===== src/rtl/led_driver_rx.sv =====
// led_driver_rx: receiver model of one serial LED-driver lane.
// Synchronizes the interface inputs to the system clock and detects their
// rising edges. Shifts serial frames in and latches grayscale or
// dot-correction data on XLAT. Runs the grayscale PWM counter from GSCLK
// and reports per-channel on/off state.
module led_driver_rx #(
    parameter int CHANNELS    = 16,
    parameter int GS_BITS     = 12,
    parameter int DC_BITS     = 6,
    parameter int SYNC_STAGES = 2
) (
    input  logic                clock,
    input  logic                reset_n,
    input  logic                led_sclk,
    input  logic                led_sin,
    input  logic                led_xlat,
    input  logic                led_blank,
    input  logic                led_mode,
    input  logic                led_gsclk,
    output logic                led_sout,
    output logic [CHANNELS-1:0] channel_on,
    input  logic [3:0]          rd_sel,
    output logic [GS_BITS-1:0]  rd_gs,
    output logic [DC_BITS-1:0]  rd_dc,
    output logic                frame_err,
    output logic [7:0]          xlat_count
);
    localparam int SHIFT_W = CHANNELS * GS_BITS;
    localparam int DC_W    = CHANNELS * DC_BITS;

    // Bit positions of the six interface inputs inside the synchronizer word
    localparam int I_SCLK  = 0;
    localparam int I_SIN   = 1;
    localparam int I_XLAT  = 2;
    localparam int I_BLANK = 3;
    localparam int I_MODE  = 4;
    localparam int I_GSCLK = 5;

    logic [5:0] in_raw;
    logic [5:0] sync_d [SYNC_STAGES];
    logic [5:0] sync_q [SYNC_STAGES];
    logic [5:0] prev_d, prev_q;
    logic [5:0] in_sync, in_rise;

    logic [SHIFT_W-1:0]  shift_d, shift_q;
    logic [7:0]          bit_count_d, bit_count_q;
    logic [GS_BITS-1:0]  gs_d [CHANNELS];
    logic [GS_BITS-1:0]  gs_q [CHANNELS];
    logic [DC_BITS-1:0]  dc_d [CHANNELS];
    logic [DC_BITS-1:0]  dc_q [CHANNELS];
    logic                frame_err_d, frame_err_q;
    logic [7:0]          xlat_count_d, xlat_count_q;
    logic                led_sout_d, led_sout_q;
    logic [GS_BITS-1:0]  gs_cnt_d, gs_cnt_q;
    logic [CHANNELS-1:0] channel_on_d, channel_on_q;

    logic sclk_rise, xlat_rise, gsclk_rise, sin_s, mode_s, blank_s;

    assign in_raw = {led_gsclk, led_mode, led_blank, led_xlat, led_sin, led_sclk};

    // Synchronizer chain and edge-detect history; every input gets equal
    // depth so SIN and MODE stay aligned with the SCLK and XLAT edges.
    always_comb begin
        sync_d[0] = in_raw;
        for (int k = 1; k < SYNC_STAGES; k++) begin
            sync_d[k] = sync_q[k-1];
        end
        prev_d = in_sync;
    end

    assign in_sync    = sync_q[SYNC_STAGES-1];
    assign in_rise    = in_sync & ~prev_q;
    assign sclk_rise  = in_rise[I_SCLK];
    assign xlat_rise  = in_rise[I_XLAT];
    assign gsclk_rise = in_rise[I_GSCLK];
    assign sin_s      = in_sync[I_SIN];
    assign mode_s     = in_sync[I_MODE];
    assign blank_s    = in_sync[I_BLANK];

    // Frame shift, bit counting and XLAT latching. The latch reads shift_q,
    // so a coincident SCLK bit is excluded and starts the next frame.
    always_comb begin
        shift_d      = shift_q;
        bit_count_d  = bit_count_q;
        gs_d         = gs_q;
        dc_d         = dc_q;
        frame_err_d  = frame_err_q;
        xlat_count_d = xlat_count_q;
        if (xlat_rise) begin
            for (int i = 0; i < CHANNELS; i++) begin
                if (mode_s) begin
                    dc_d[i] = shift_q[i*DC_BITS +: DC_BITS];
                end else begin
                    gs_d[i] = shift_q[i*GS_BITS +: GS_BITS];
                end
            end
            frame_err_d  = (bit_count_q != (mode_s ? 8'(DC_W) : 8'(SHIFT_W)));
            xlat_count_d = xlat_count_q + 8'd1;
            bit_count_d  = 8'd0;
        end
        if (sclk_rise) begin
            shift_d = {shift_q[SHIFT_W-2:0], sin_s};
            if (xlat_rise) begin
                bit_count_d = 8'd1;
            end else if (bit_count_q != 8'hFF) begin
                bit_count_d = bit_count_q + 8'd1;
            end
        end
        led_sout_d = shift_q[SHIFT_W-1];
    end

    // Grayscale PWM counter and per-channel compare
    always_comb begin
        gs_cnt_d = gs_cnt_q;
        if (blank_s) begin
            gs_cnt_d = '0;
        end else if (gsclk_rise && (gs_cnt_q != {GS_BITS{1'b1}})) begin
            gs_cnt_d = gs_cnt_q + {{(GS_BITS-1){1'b0}}, 1'b1};
        end
        for (int i = 0; i < CHANNELS; i++) begin
            channel_on_d[i] = !blank_s && (gs_cnt_q < gs_q[i]);
        end
    end

    // State registers; reset clears partial frames and latched data at once
    always_ff @(posedge clock or negedge reset_n) begin
        if (!reset_n) begin
            for (int k = 0; k < SYNC_STAGES; k++) begin
                sync_q[k] <= '0;
            end
            prev_q <= '0;
            shift_q <= '0;
            bit_count_q <= '0;
            for (int i = 0; i < CHANNELS; i++) begin
                gs_q[i] <= '0;
                dc_q[i] <= '0;
            end
            frame_err_q <= 1'b0;
            xlat_count_q <= '0;
            led_sout_q <= 1'b0;
            gs_cnt_q <= '0;
            channel_on_q <= '0;
        end else begin
            for (int k = 0; k < SYNC_STAGES; k++) begin
                sync_q[k] <= sync_d[k];
            end
            prev_q <= prev_d;
            shift_q <= shift_d;
            bit_count_q <= bit_count_d;
            for (int i = 0; i < CHANNELS; i++) begin
                gs_q[i] <= gs_d[i];
                dc_q[i] <= dc_d[i];
            end
            frame_err_q <= frame_err_d;
            xlat_count_q <= xlat_count_d;
            led_sout_q <= led_sout_d;
            gs_cnt_q <= gs_cnt_d;
            channel_on_q <= channel_on_d;
        end
    end

    assign led_sout   = led_sout_q;
    assign channel_on = channel_on_q;
    assign frame_err  = frame_err_q;
    assign xlat_count = xlat_count_q;
    assign rd_gs      = gs_q[rd_sel];
    assign rd_dc      = dc_q[rd_sel];
endmodule


===== config.mk =====
export PLATFORM = sky130hd
export DESIGN_NAME = led_driver_rx
export DESIGN_NICKNAME = d
export VERILOG_FILES = /design/src/rtl/led_driver_rx.sv
export SDC_FILE = /design/constraint.sdc
export NUM_CORES = 1
export LEC_CHECK = 0
export ABC_CLOCK_PERIOD_IN_PS = 7200
export CAP_MARGIN = 20
export CORE_MARGIN = 10
export CORE_UTILIZATION = 60
export DETAILED_ROUTE_END_ITERATION = 10
export HOLD_SLACK_MARGIN = 0.05
export PLACE_DENSITY = 0.82
export SLEW_MARGIN = 20
export SYNTH_ARGS = -nofsm -noshare
export SYNTH_HDL_FRONTEND = slang
export SYNTH_SLANG_ARGS = --single-unit

===== constraint.sdc =====
create_clock -name clock -period 7.2 [get_ports clock]
set_clock_uncertainty 0.1 [all_clocks]
set_input_delay 2.16 -clock clock [delete_from_list [all_inputs] [get_ports clock]]
set_output_delay 2.16 -clock clock [all_outputs]
set_load 0.01 [all_outputs]

==> metrics.cfg, run 1 <==
[worst_setup_path]
r2r_start = prev_q[2]$_DFF_PN0_
worstSetupStartpointType = primary input
critPathKind = in -> out
r2r-end = gs_q[108]$_DFFE_PN0P_
worst-path-max-fanout = 34
cp-end-kind = primary output
crit_required_ns = 4.94
r2r_cells = 5
r2r_slack_ns = 4.35
worst-endpoint-arrival_ns = 4.35

[floorplanning]
fp.dieArea_mm2 = 0.05282
row_count = 76
core_mm2 = 0.04327
ios = 56
die-height_um = 229.8
die_width_um = 229.8
initial_core_util_pct = 61.06

[cells_and_area]
finish.net_count = 2779
final_cell_count_no_fill = 3216
layout.cells.most_common = nand2_1
layout_common_cells = nand2_1 (791), dfrtp_1 (541), o21ai_0 (206)
syn2layout_area_growth_pct = 10.54
layout-drive-gt1-share_pct = 11.55
antenna_cells = 0

[drt]
vias = 19990
dr.pass1.iters = 6
drt-initial-drc-count = 2359
wl_um = 76600
avgViaCountPerCell = 6.215
drc = 0
antenna_left = 0
routedWlPerCell_um = 23.82

[clock_tree]
h-tree-depth = 2
cts-buffers-inserted = 55
cts_sinks = 541
cts_setup_buffers = 0
cts_tree = done
clk_pin_slew_ns = 0.06
cts-root-buf = clkbuf_16
clkLatencyLatePin_ns = 0.62
hold_buffers = 0
cts_max_path_buffers = 3
cts_resized = 0

[placement]
dpl.cell_count = 3115
hpwlAfterDp_um = 54000
portBuffers = 55
place.gp.congestion = 1.006

[sta]
hold_violations = 0
tightest_slew_ns = 1.085
fin_crit_sh_pct = 91.82
slew_violations = 0
relSlewSlack_pct = 27.67
max_freq_mhz = 151.3
rsz0062_at_grt = false
setup_violations = 0
post-route-min-period_ns = 6.611
finalSetupTns_ns = 0

[synth]
synth_compound_area_share_pct = 8.288
synth-seq-area-share_pct = 51.24
synth-main-ff-cell = dfrtp_1
synth_edf_count = 0
muxShareOfSynthArea_pct = 11.39
syn_avg_cell_area_um2 = 10.30
synth_simple_gate_area_share_pct = 15.23
async_flop_share_pct = 100.0
synth_area_mm2 = 0.02642
syn-instance-count = 2564
synth_top_family_by_area = simple AND/OR/NAND/NOR gates
ys_seq_elements = 541
synth.distinct_cells = 58
synth_fa_ha_area_share_pct = 8.525
synth-xor-area-share_pct = 0.3315
synth_fp_nets = 2756
yosysWarningCount = 0

[power]
ir_drop_mv = 0.1658
cellLeakagePower_nw = 14.64
power_mw = 6.480
power.density_mw_per_mm2 = 221.9

[global_routing]
antenna_found_initial = 7
grt_max_degree = 242
first_global_vias = 19780
grt_first_pass_wirelength_um = 118700
track_usage_pct = 29.11
overflow = 0

[status]
status = complete, no violations

[worst_hold_path]
holdPathEnd = in_sync[1]$_DFF_PN0_
hp-class = reg -> reg
hp-start = sync_d[1]$_DFF_PN0_
holdPathStages = 0

[flow_run]
drv_cap = 0

==> power breakdown <==
part           switching, mW  internal [mW]  leakage (nW)
clock                   1.19           1.65         0.891
sequential            0.0908           3.12          7.48
combinational          0.259          0.162          6.26
==> cells in the mapped netlist, types with 14 or more instances <==
library cell  number  area share, %
nand3_1           22           0.42
buf_2             50           0.95
nand2b_1          17           0.40
mux4_1            16            1.6
nand2_1          792             11
inv_1            179            2.5
clkbuf_1          43           0.61
nor2_1            32           0.45
a22oi_1           36            1.0
ha_1             180            8.5
o21ai_0          206            3.9
dfrtp_1          541             51
mux2_2           114            4.9
nor3_1            21           0.40
a21o_1            37            1.1
nand4_1           33           0.78
mux4_2            54            4.6
nor4_1            14           0.33
a21oi_1           43           0.81
==> logic make-up (layout without fill, tap and decap cells) <==
group | Yosys count | in the layout
simple gates | 972 | 972
flops | 541 | 541
compound gates | 368 | 368
buf+inv | 303 | 370
mux | 190 | 190
fa+ha+maj | 180 | 180
xor+xnor | 10 | 10
==> per-layer routing <==
metal | vias to the layer above | track usage (%) | routed length, um
met4 | 12 | 18.05 | 5512
met2 | 1010 | 43.69 | 34010
li1 | 8761 | - | -
met3 | 281 | 7.769 | 7550
met1 | 9923 | 37.26 | 29430
met5 | - | 0 | 103
==> worst max-delay path, cell delays in order <==
cell and delay [ns]:
buf_4 0.30, buf_12 0.30, buf_12 0.20, mux4_1 0.55
a22oi_1 0.20, nand2_1 0.11, clkdlybuf4s50_1 0.50
==> metrics by stage <==
step	instance area, um^2	setup WS, ns	hold WS [ns]	util [%]
3_5_place_dp	27400	0.5812	0.2358	63.34
2_1_floorplan	26420	1.599	0.2312	-
3_3_place_gp	27400	0.6544	0.2332	63.34
4_1_cts	29200	0.5785	0.2494	67.50
6_report	29200	0.5893	0.2457	67.50
5_1_grt	29200	0.4918	0.2534	67.50
==> layout make-up <==
cell class | count | area (um^2)
clock inverters | 15 | 135.1
clock buffers | 86 | 1665
fillers | 3103 | 14060
repair buffers | 90 | 875.8
flip-flops and latches | 541 | 13540
inverters | 179 | 671.9
well taps | 585 | 732.0
multi-input cells | 1720 | 11590
==> sequential cells by signal, summed over array words and instances (netlist names) <==
register	cells
prev_q	3
gs_q	192
in_sync	6
xlat_count	8
shift_q	192
channel_on	16
dc_q	96
led_sout	1
gs_cnt_q	12
bit_count_q	8
sync_d	6
frame_err	1
==> worst max path at each step <==
| stage | startpoint | end | slack, ns | depth (start not counted) |
|---|---|---|---|---|
| floorplan | rd_sel[1] | rd_dc[1] | 1.60 | 6 |
| global placement | rd_sel[0] | rd_dc[2] | 0.65 | 7 |
| detailed placement | rd_sel[0] | rd_dc[2] | 0.58 | 7 |
| CTS | rd_sel[0] | rd_dc[2] | 0.58 | 7 |
| global route | rd_sel[0] | rd_dc[2] | 0.49 | 7 |
| finish | rd_sel[0] | rd_dc[2] | 0.59 | 7 |
Note: power is estimated with default switching activity, not from simulation.
==> run 2: changes to the inputs <==
--- a/config.mk
+++ b/config.mk
@@ -5,13 +5,14 @@
 export SDC_FILE = /design/constraint.sdc
 export NUM_CORES = 1
 export LEC_CHECK = 0
-export ABC_CLOCK_PERIOD_IN_PS = 7200
+export ABC_CLOCK_PERIOD_IN_PS = 7400
 export CAP_MARGIN = 20
 export CORE_MARGIN = 10
-export CORE_UTILIZATION = 60
+export CORE_UTILIZATION = 40
 export DETAILED_ROUTE_END_ITERATION = 10
+export GPL_ROUTABILITY_DRIVEN = 0
 export HOLD_SLACK_MARGIN = 0.05
-export PLACE_DENSITY = 0.82
+export PLACE_DENSITY = 0.6
 export SLEW_MARGIN = 20
 export SYNTH_ARGS = -nofsm -noshare
 export SYNTH_HDL_FRONTEND = slang
==> constraint.sdc (replaced) <==
create_clock -name clock -period 7.4 [get_ports clock]
set_clock_uncertainty 0.1 [all_clocks]
set_input_delay 2.22 -clock clock [delete_from_list [all_inputs] [get_ports clock]]
set_output_delay 2.22 -clock clock [all_outputs]
set_load 0.01 [all_outputs]
==> run 2 against run 1 <==
  * Critical path depth decreased by 2
  * Clock-buffer cell count decreased by 1
  * Worst setup slack improved by 0.031 ns
  * First-iteration DRC count decreased by 15%
  * Utilization decreased by 22 points
  * Die area increased by 45%
  * Cell count increased by 9.0%
  * Power increased by 1.4%
  * Clock power increased by 7%
  * Sequential share of layout area decreased by 0.87 points
  * Sequential power decreased by 2%
  * Via count decreased by 3.3%
  * Critical path type unchanged
  * Highest routed layer unchanged
==> metrics.cfg, run 2 (synthesis gave the netlist of run 1 again) <==
[global_routing]
grt_max_degree = 247  ; was 242
met3_usage_pct = 3.797  ; was 7.769%
grt_use_met2_pct = 30.76  ; was 43.69%
first_global_vias = 19080  ; was 19780
overflow = 0  ; unchanged
grt_most_used_layer = met2  ; unchanged
antenna_found_initial = 4  ; was 7
use_met1_pct = 27.18  ; was 37.26%
track_usage_pct = 20.15  ; was 29.11%
grt_first_pass_wirelength_um = 120600  ; was 118700 um

[drt]
vias = 19320  ; was 19990
drt-initial-drc-count = 1998  ; was 2359
wl_um = 78140  ; was 76600 um
routedWlPerCell_um = 22.30  ; was 23.82 um
dr.pass1.iters = 6  ; unchanged
drc = 0  ; unchanged
antenna_left = 0  ; unchanged
avgViaCountPerCell = 5.514  ; was 6.215

[cells_and_area]
layout_common_cells = nand2_1 (791), dfrtp_1 (540), o21ai_0 (206)  ; was nand2_1 (791), dfrtp_1 (541), o21ai_0 (206)
utilization_pct = 45.36  ; was 67.50%
reg_top3 = gs_q: 192 flops, shift_q: 192 flops, dc_q: 96 flops  ; unchanged
layout-drive-gt1-share_pct = 12.05  ; was 11.55%
final_cell_count_no_fill = 3504  ; was 3216
syn2layout_area_growth_pct = 12.67  ; was 10.54%
antenna_cells = 0  ; unchanged
stdcell_area_mm2 = 0.02977  ; was 0.02920 mm^2
layout.cells.most_common = nand2_1  ; unchanged
finish.net_count = 2783  ; was 2779

[clock_tree]
cts_sinks = 541  ; unchanged
cts-buffers-inserted = 59  ; was 55
cts-root-buf = clkbuf_16  ; unchanged
hold_buffers = 0  ; unchanged
clkLatencyLatePin_ns = 0.63  ; was 0.62 ns
cts_max_path_buffers = 3  ; unchanged
clk_pin_slew_ns = 0.05  ; was 0.06 ns
h-tree-depth = 2  ; unchanged
cts_tree = done  ; unchanged
cts_resized = 0  ; unchanged
cts_setup_buffers = 0  ; unchanged

[sta]
fin_crit_sh_pct = 91.62
finalSetupTns_ns = 0  ; unchanged
tightest_slew_ns = 1.186  ; was 1.085 ns
post-route-min-period_ns = 6.780
holdWs_ns = 0.2474  ; was 0.2457 ns
hold_violations = 0  ; unchanged
rsz0062_at_grt = false  ; unchanged
relSlewSlack_pct = 20.92  ; was 27.67%
fin_ws_ns = 0.6200  ; was 0.5893 ns
setup_violations = 0  ; unchanged
slew_violations = 0  ; unchanged
max_freq_mhz = 147.5

[status]
status = complete, no violations  ; unchanged

[power]
power_mw = 6.570  ; was 6.480 mW
cellLeakagePower_nw = 14.74  ; was 14.64 nW
ir_drop_mv = 0.1960  ; was 0.1658 mV
power.density_mw_per_mm2 = 220.7  ; was 221.9 mW/mm^2

[floorplanning]
die-height_um = 277.0  ; was 229.8 um
initial_core_util_pct = 40.26  ; was 61.06%
core_mm2 = 0.06563  ; was 0.04327 mm^2
ios = 56  ; unchanged
row_count = 94  ; was 76
fp.dieArea_mm2 = 0.07673  ; was 0.05282 mm^2
die_width_um = 277.0  ; was 229.8 um

[flow_run]
drv_cap = 0  ; unchanged

[worst_setup_path]
worst-path-max-fanout = 18  ; was 34
cp-end-kind = primary output  ; unchanged
worst-endpoint-arrival_ns = 4.46  ; was 4.35 ns
critPathKind = in -> out  ; unchanged
worstSetupStartpointType = primary input  ; unchanged
crit_required_ns = 5.08  ; was 4.94 ns

[placement]
hpwlAfterDp_um = 55130  ; was 54000 um
portBuffers = 55  ; unchanged
dpl.cell_count = 3394  ; was 3115
place_worst_setup_slack_ns = 0.7156  ; was 0.5812 ns
placed_cell_area_mm2 = 0.02777  ; was 0.02740 mm^2

[worst_hold_path]
hp-class = reg -> reg  ; unchanged

[run 2: cell count changes in the layout (fill, tap and decap cells not counted)]
cell,before,now
buf_12,5,6
buf_4,32,31
bufinv_16,2,5
clkbuf_1,16,12
clkbuf_16,57,60
clkinv_2,10,15
clkinv_4,2,0
clkinv_8,0,1
clkinvlp_4,1,2
dfrtp_1,541,540
dfrtp_2,0,1
inv_6,0,2
[run 2: power breakdown]
part / total, mW / switching [mW] / internal [mW] / leakage (nW)
Clock: 3.04 / 1.25 / 1.79 / 0.993
Sequential: 3.13 / 0.0906 / 3.04 / 7.48
Combinational: 0.407 / 0.249 / 0.158 / 6.27
[run 2: final timing paths]
check / startpoint / end / slack [ns] / cells after the start
max in group asynchronous: reset_n / bit_count_q[2]$_DFF_PN0_ / 4.43 / 2
min in group asynchronous: reset_n / shift_q[70]$_DFFE_PN0P_ / 1.47 / 1
max reg2reg: prev_q[2]$_DFF_PN0_ / gs_q[122]$_DFFE_PN0P_ / 4.32 / 6
min reg2reg: sync_d[2]$_DFF_PN0_ / in_sync[2]$_DFF_PN0_ / 0.25 / 0
min: sync_d[2]$_DFF_PN0_ / in_sync[2]$_DFF_PN0_ / 0.25 / 0
max: rd_sel[3] / rd_gs[5] / 0.62 / 5
[run 2: cell type report]
type	count	area (um^2)
Tap cell	864	1081
Clock inverter	25	274.0
Sequential cell	541	13540
Fill cell	6133	35860
Clock buffer	85	1725
Multi-Input combinational cell	1720	11590
Timing Repair Buffer	90	888.4
Inverter	179	671.9
[run 2: worst max-delay path, cell delays in order]
cell             delay, ns
clkdlybuf4s50_1       0.52
and2_1                0.65
a22oi_1               0.21
nand2_1               0.26
clkdlybuf4s50_1       0.59
[run 2: routing by layer]
metal	wire (um)	vias up
li1	-	8767
met1	34020	9778
met2	35240	601
met3	4939	166
met4	3898	8
met5	48	-
==> run 3: changes to the inputs <==
--- a/config.mk
+++ b/config.mk
@@ -5,14 +5,14 @@
 export SDC_FILE = /design/constraint.sdc
 export NUM_CORES = 1
 export LEC_CHECK = 0
-export ABC_CLOCK_PERIOD_IN_PS = 7400
+export ABC_CLOCK_PERIOD_IN_PS = 6900
 export CAP_MARGIN = 20
 export CORE_MARGIN = 10
-export CORE_UTILIZATION = 40
+export CORE_UTILIZATION = 63
 export DETAILED_ROUTE_END_ITERATION = 10
 export GPL_ROUTABILITY_DRIVEN = 0
 export HOLD_SLACK_MARGIN = 0.05
-export PLACE_DENSITY = 0.6
+export PLACE_DENSITY = 0.86
 export SLEW_MARGIN = 20
 export SYNTH_ARGS = -nofsm -noshare
 export SYNTH_HDL_FRONTEND = slang
==> constraint.sdc (replaced) <==
create_clock -name clock -period 6.9 [get_ports clock]
set_clock_uncertainty 0.1 [all_clocks]
set_input_delay 2.07 -clock clock [delete_from_list [all_inputs] [get_ports clock]]
set_output_delay 2.07 -clock clock [all_outputs]
set_load 0.01 [all_outputs]
==> run 3 against run 2 <==
  * First-iteration DRC count up 44%
  * Clock power about the same
  * Non-clock buffer count down 1
  * Via count grew 6.7%
  * Final area down 2.1%
  * Clock-buffer cell count fell by 13
  * Register-to-register slack worse by 0.52 ns
  * Die area decreased by 34%
  * Largest cell class unchanged
  * Routed wire length fell by 0.46%
  * Sequential share of layout area is 0.97 points higher
  * Sequential power increased by 7.0%
==> metrics.cfg, run 3 (synthesis gave the netlist of run 1 again) <==
[power]
power_mw = 6.838  ; was 6.570 mW
cellLeakagePower_nw = 14.61  ; was 14.74 nW
ir_drop_mv = 0.1961  ; was 0.1960 mV
power.density_mw_per_mm2 = 234.6  ; was 220.7 mW/mm^2

[worst_setup_path]
worstSetupStartpointType = primary input  ; unchanged
worst-endpoint-arrival_ns = 4.37  ; was 4.46 ns
crit_required_ns = 4.73  ; was 5.08 ns
critPathKind = in -> out  ; unchanged
worst-path-max-fanout = 18  ; unchanged
cp-end-kind = primary output  ; unchanged
r2r_start = prev_q[2]$_DFF_PN0_  ; unchanged
crit_path_end = rd_gs[5]  ; unchanged
r2r_slack_ns = 3.80  ; was 4.32 ns
r2r-end = gs_q[123]$_DFFE_PN0P_  ; was gs_q[122]$_DFFE_PN0P_
worstSetupStartpoint = rd_sel[2]  ; was rd_sel[3]
r2r_cells = 6  ; unchanged

[cells_and_area]
finish.net_count = 2777  ; was 2783
layout-drive-gt1-share_pct = 11.62  ; was 12.05%
reg_top3 = gs_q: 192 flops, shift_q: 192 flops, dc_q: 96 flops  ; unchanged
layout_common_cells = nand2_1 (791), dfrtp_1 (540), o21ai_0 (206)  ; unchanged
layout.cells.most_common = nand2_1  ; unchanged
syn2layout_area_growth_pct = 10.31  ; was 12.67%

[floorplanning]
row_count = 74  ; was 94
core_mm2 = 0.04111  ; was 0.06563 mm^2
ios = 56  ; unchanged
fp.dieArea_mm2 = 0.05053  ; was 0.07673 mm^2
initial_core_util_pct = 64.27  ; was 40.26%
die-height_um = 224.8  ; was 277.0 um
die_width_um = 224.8  ; was 277.0 um

[clock_tree]
cts_setup_buffers = 0  ; unchanged
clk_pin_slew_ns = 0.06  ; was 0.05 ns
cts_resized = 0  ; unchanged
clkLatencyLatePin_ns = 0.63  ; about the same
hold_buffers = 0  ; unchanged
cts_max_path_buffers = 3  ; unchanged
cts-root-buf = clkbuf_16  ; unchanged
cts_tree = done  ; unchanged
cts-buffers-inserted = 54  ; was 59
h-tree-depth = 2  ; unchanged
cts_sinks = 541  ; unchanged

[worst_hold_path]
hp-class = reg -> reg  ; unchanged
holdPathStages = 0  ; unchanged

[sta]
tightest_slew_ns = 1.160  ; was 1.186 ns
post-route-min-period_ns = 6.537
rsz0062_at_grt = false  ; unchanged
hold_violations = 0  ; unchanged
finalSetupTns_ns = 0  ; unchanged
slew_violations = 0  ; unchanged
fin_crit_sh_pct = 94.73
max_freq_mhz = 153.0
setup_violations = 0  ; unchanged
relSlewSlack_pct = 22.68  ; was 20.92%

[drt]
drc = 0  ; unchanged
drt-initial-drc-count = 2874  ; was 1998
dr.pass1.iters = 8  ; was 6
vias = 20620  ; was 19320
avgViaCountPerCell = 6.528  ; was 5.514
wl_um = 77780  ; was 78140 um
routedWlPerCell_um = 24.62  ; was 22.30 um
antenna_left = 0  ; unchanged

[flow_run]
drv_cap = 0  ; unchanged

[global_routing]
antenna_found_initial = 10  ; was 4
overflow = 0  ; unchanged
track_usage_pct = 31.09  ; was 20.15%
grt_max_degree = 185  ; was 247
grt_first_pass_wirelength_um = 121000  ; was 120600 um
first_global_vias = 21100  ; was 19080

[status]
status = complete, no violations  ; unchanged

[placement]
hpwlAfterDp_um = 51990  ; was 55130 um
portBuffers = 55  ; unchanged

run 3: final cells by class:
class	instances	area (um^2)
Sequential cell	541	13540
Fill cell	2712	11970
Multi-Input combinational cell	1720	11590
Clock buffer	72	1510
Timing Repair Buffer	89	875.8
Inverter	179	671.9
Tap cell	532	665.6
Clock inverter	24	289.0
Antenna cell	2	5.005
run 3: how the worst min path moves through the flow:
stage / to / slack, ns / startpoint
global placement: in_sync[3]$_DFF_PN0_ / 0.23 / sync_d[3]$_DFF_PN0_
detailed placement: in_sync[3]$_DFF_PN0_ / 0.23 / sync_d[3]$_DFF_PN0_
floorplan: in_sync[0]$_DFF_PN0_ / 0.23 / sync_d[0]$_DFF_PN0_
CTS: in_sync[5]$_DFF_PN0_ / 0.25 / sync_d[5]$_DFF_PN0_
global route: in_sync[3]$_DFF_PN0_ / 0.25 / sync_d[3]$_DFF_PN0_
finish: in_sync[5]$_DFF_PN0_ / 0.25 / sync_d[5]$_DFF_PN0_
run 3: through the flow:
| step | util (%) | worst slack, ns | cells | area [um^2] | hold WS (ns) |
|---|---|---|---|---|---|
| after detailed placement | 66.46 | 0.5049 | 3060 | 27320 | 0.2347 |
| after CTS | 70.84 | 0.4843 | 3156 | 29120 | 0.2480 |
| after global routing | 70.89 | 0.3620 | 3158 | 29140 | 0.2495 |
| final | 70.89 | 0.3634 | 3159 | 29140 | 0.2463 |
| after floorplan | - | 1.479 | 2564 | 26420 | 0.2312 |
| after global placement | 66.46 | 0.5991 | 3060 | 27320 | 0.2330 |
run 3: where the power goes:
part | switching (mW) | internal (mW) | total, mW | leakage [nW]
Combinational | 0.281 | 0.170 | 0.451 | 6.26
Clock | 1.28 | 1.76 | 3.04 | 0.873
Sequential | 0.0952 | 3.26 | 3.35 | 7.48
Total | 1.66 | 5.18 | 6.84 | 14.6
run 3: routing by layer:
| metal | global-route usage (%) | wire (um) | up-vias |
|---|---|---|---|
| met5 | 0.09766 | 119 | - |
| met4 | 23.47 | 6628 | 14 |
| met3 | 10.61 | 10020 | 446 |
| met2 | 46.18 | 34120 | 1473 |
| met1 | 37.07 | 26900 | 9963 |
| li1 | - | - | 8725 |
run 3: critical path: stages:
cell and delay (ns):
clkdlybuf4s50_1 0.55, and2_1 0.69, a22oi_1 0.24, nand2_1 0.23, clkdlybuf4s50_1 0.58
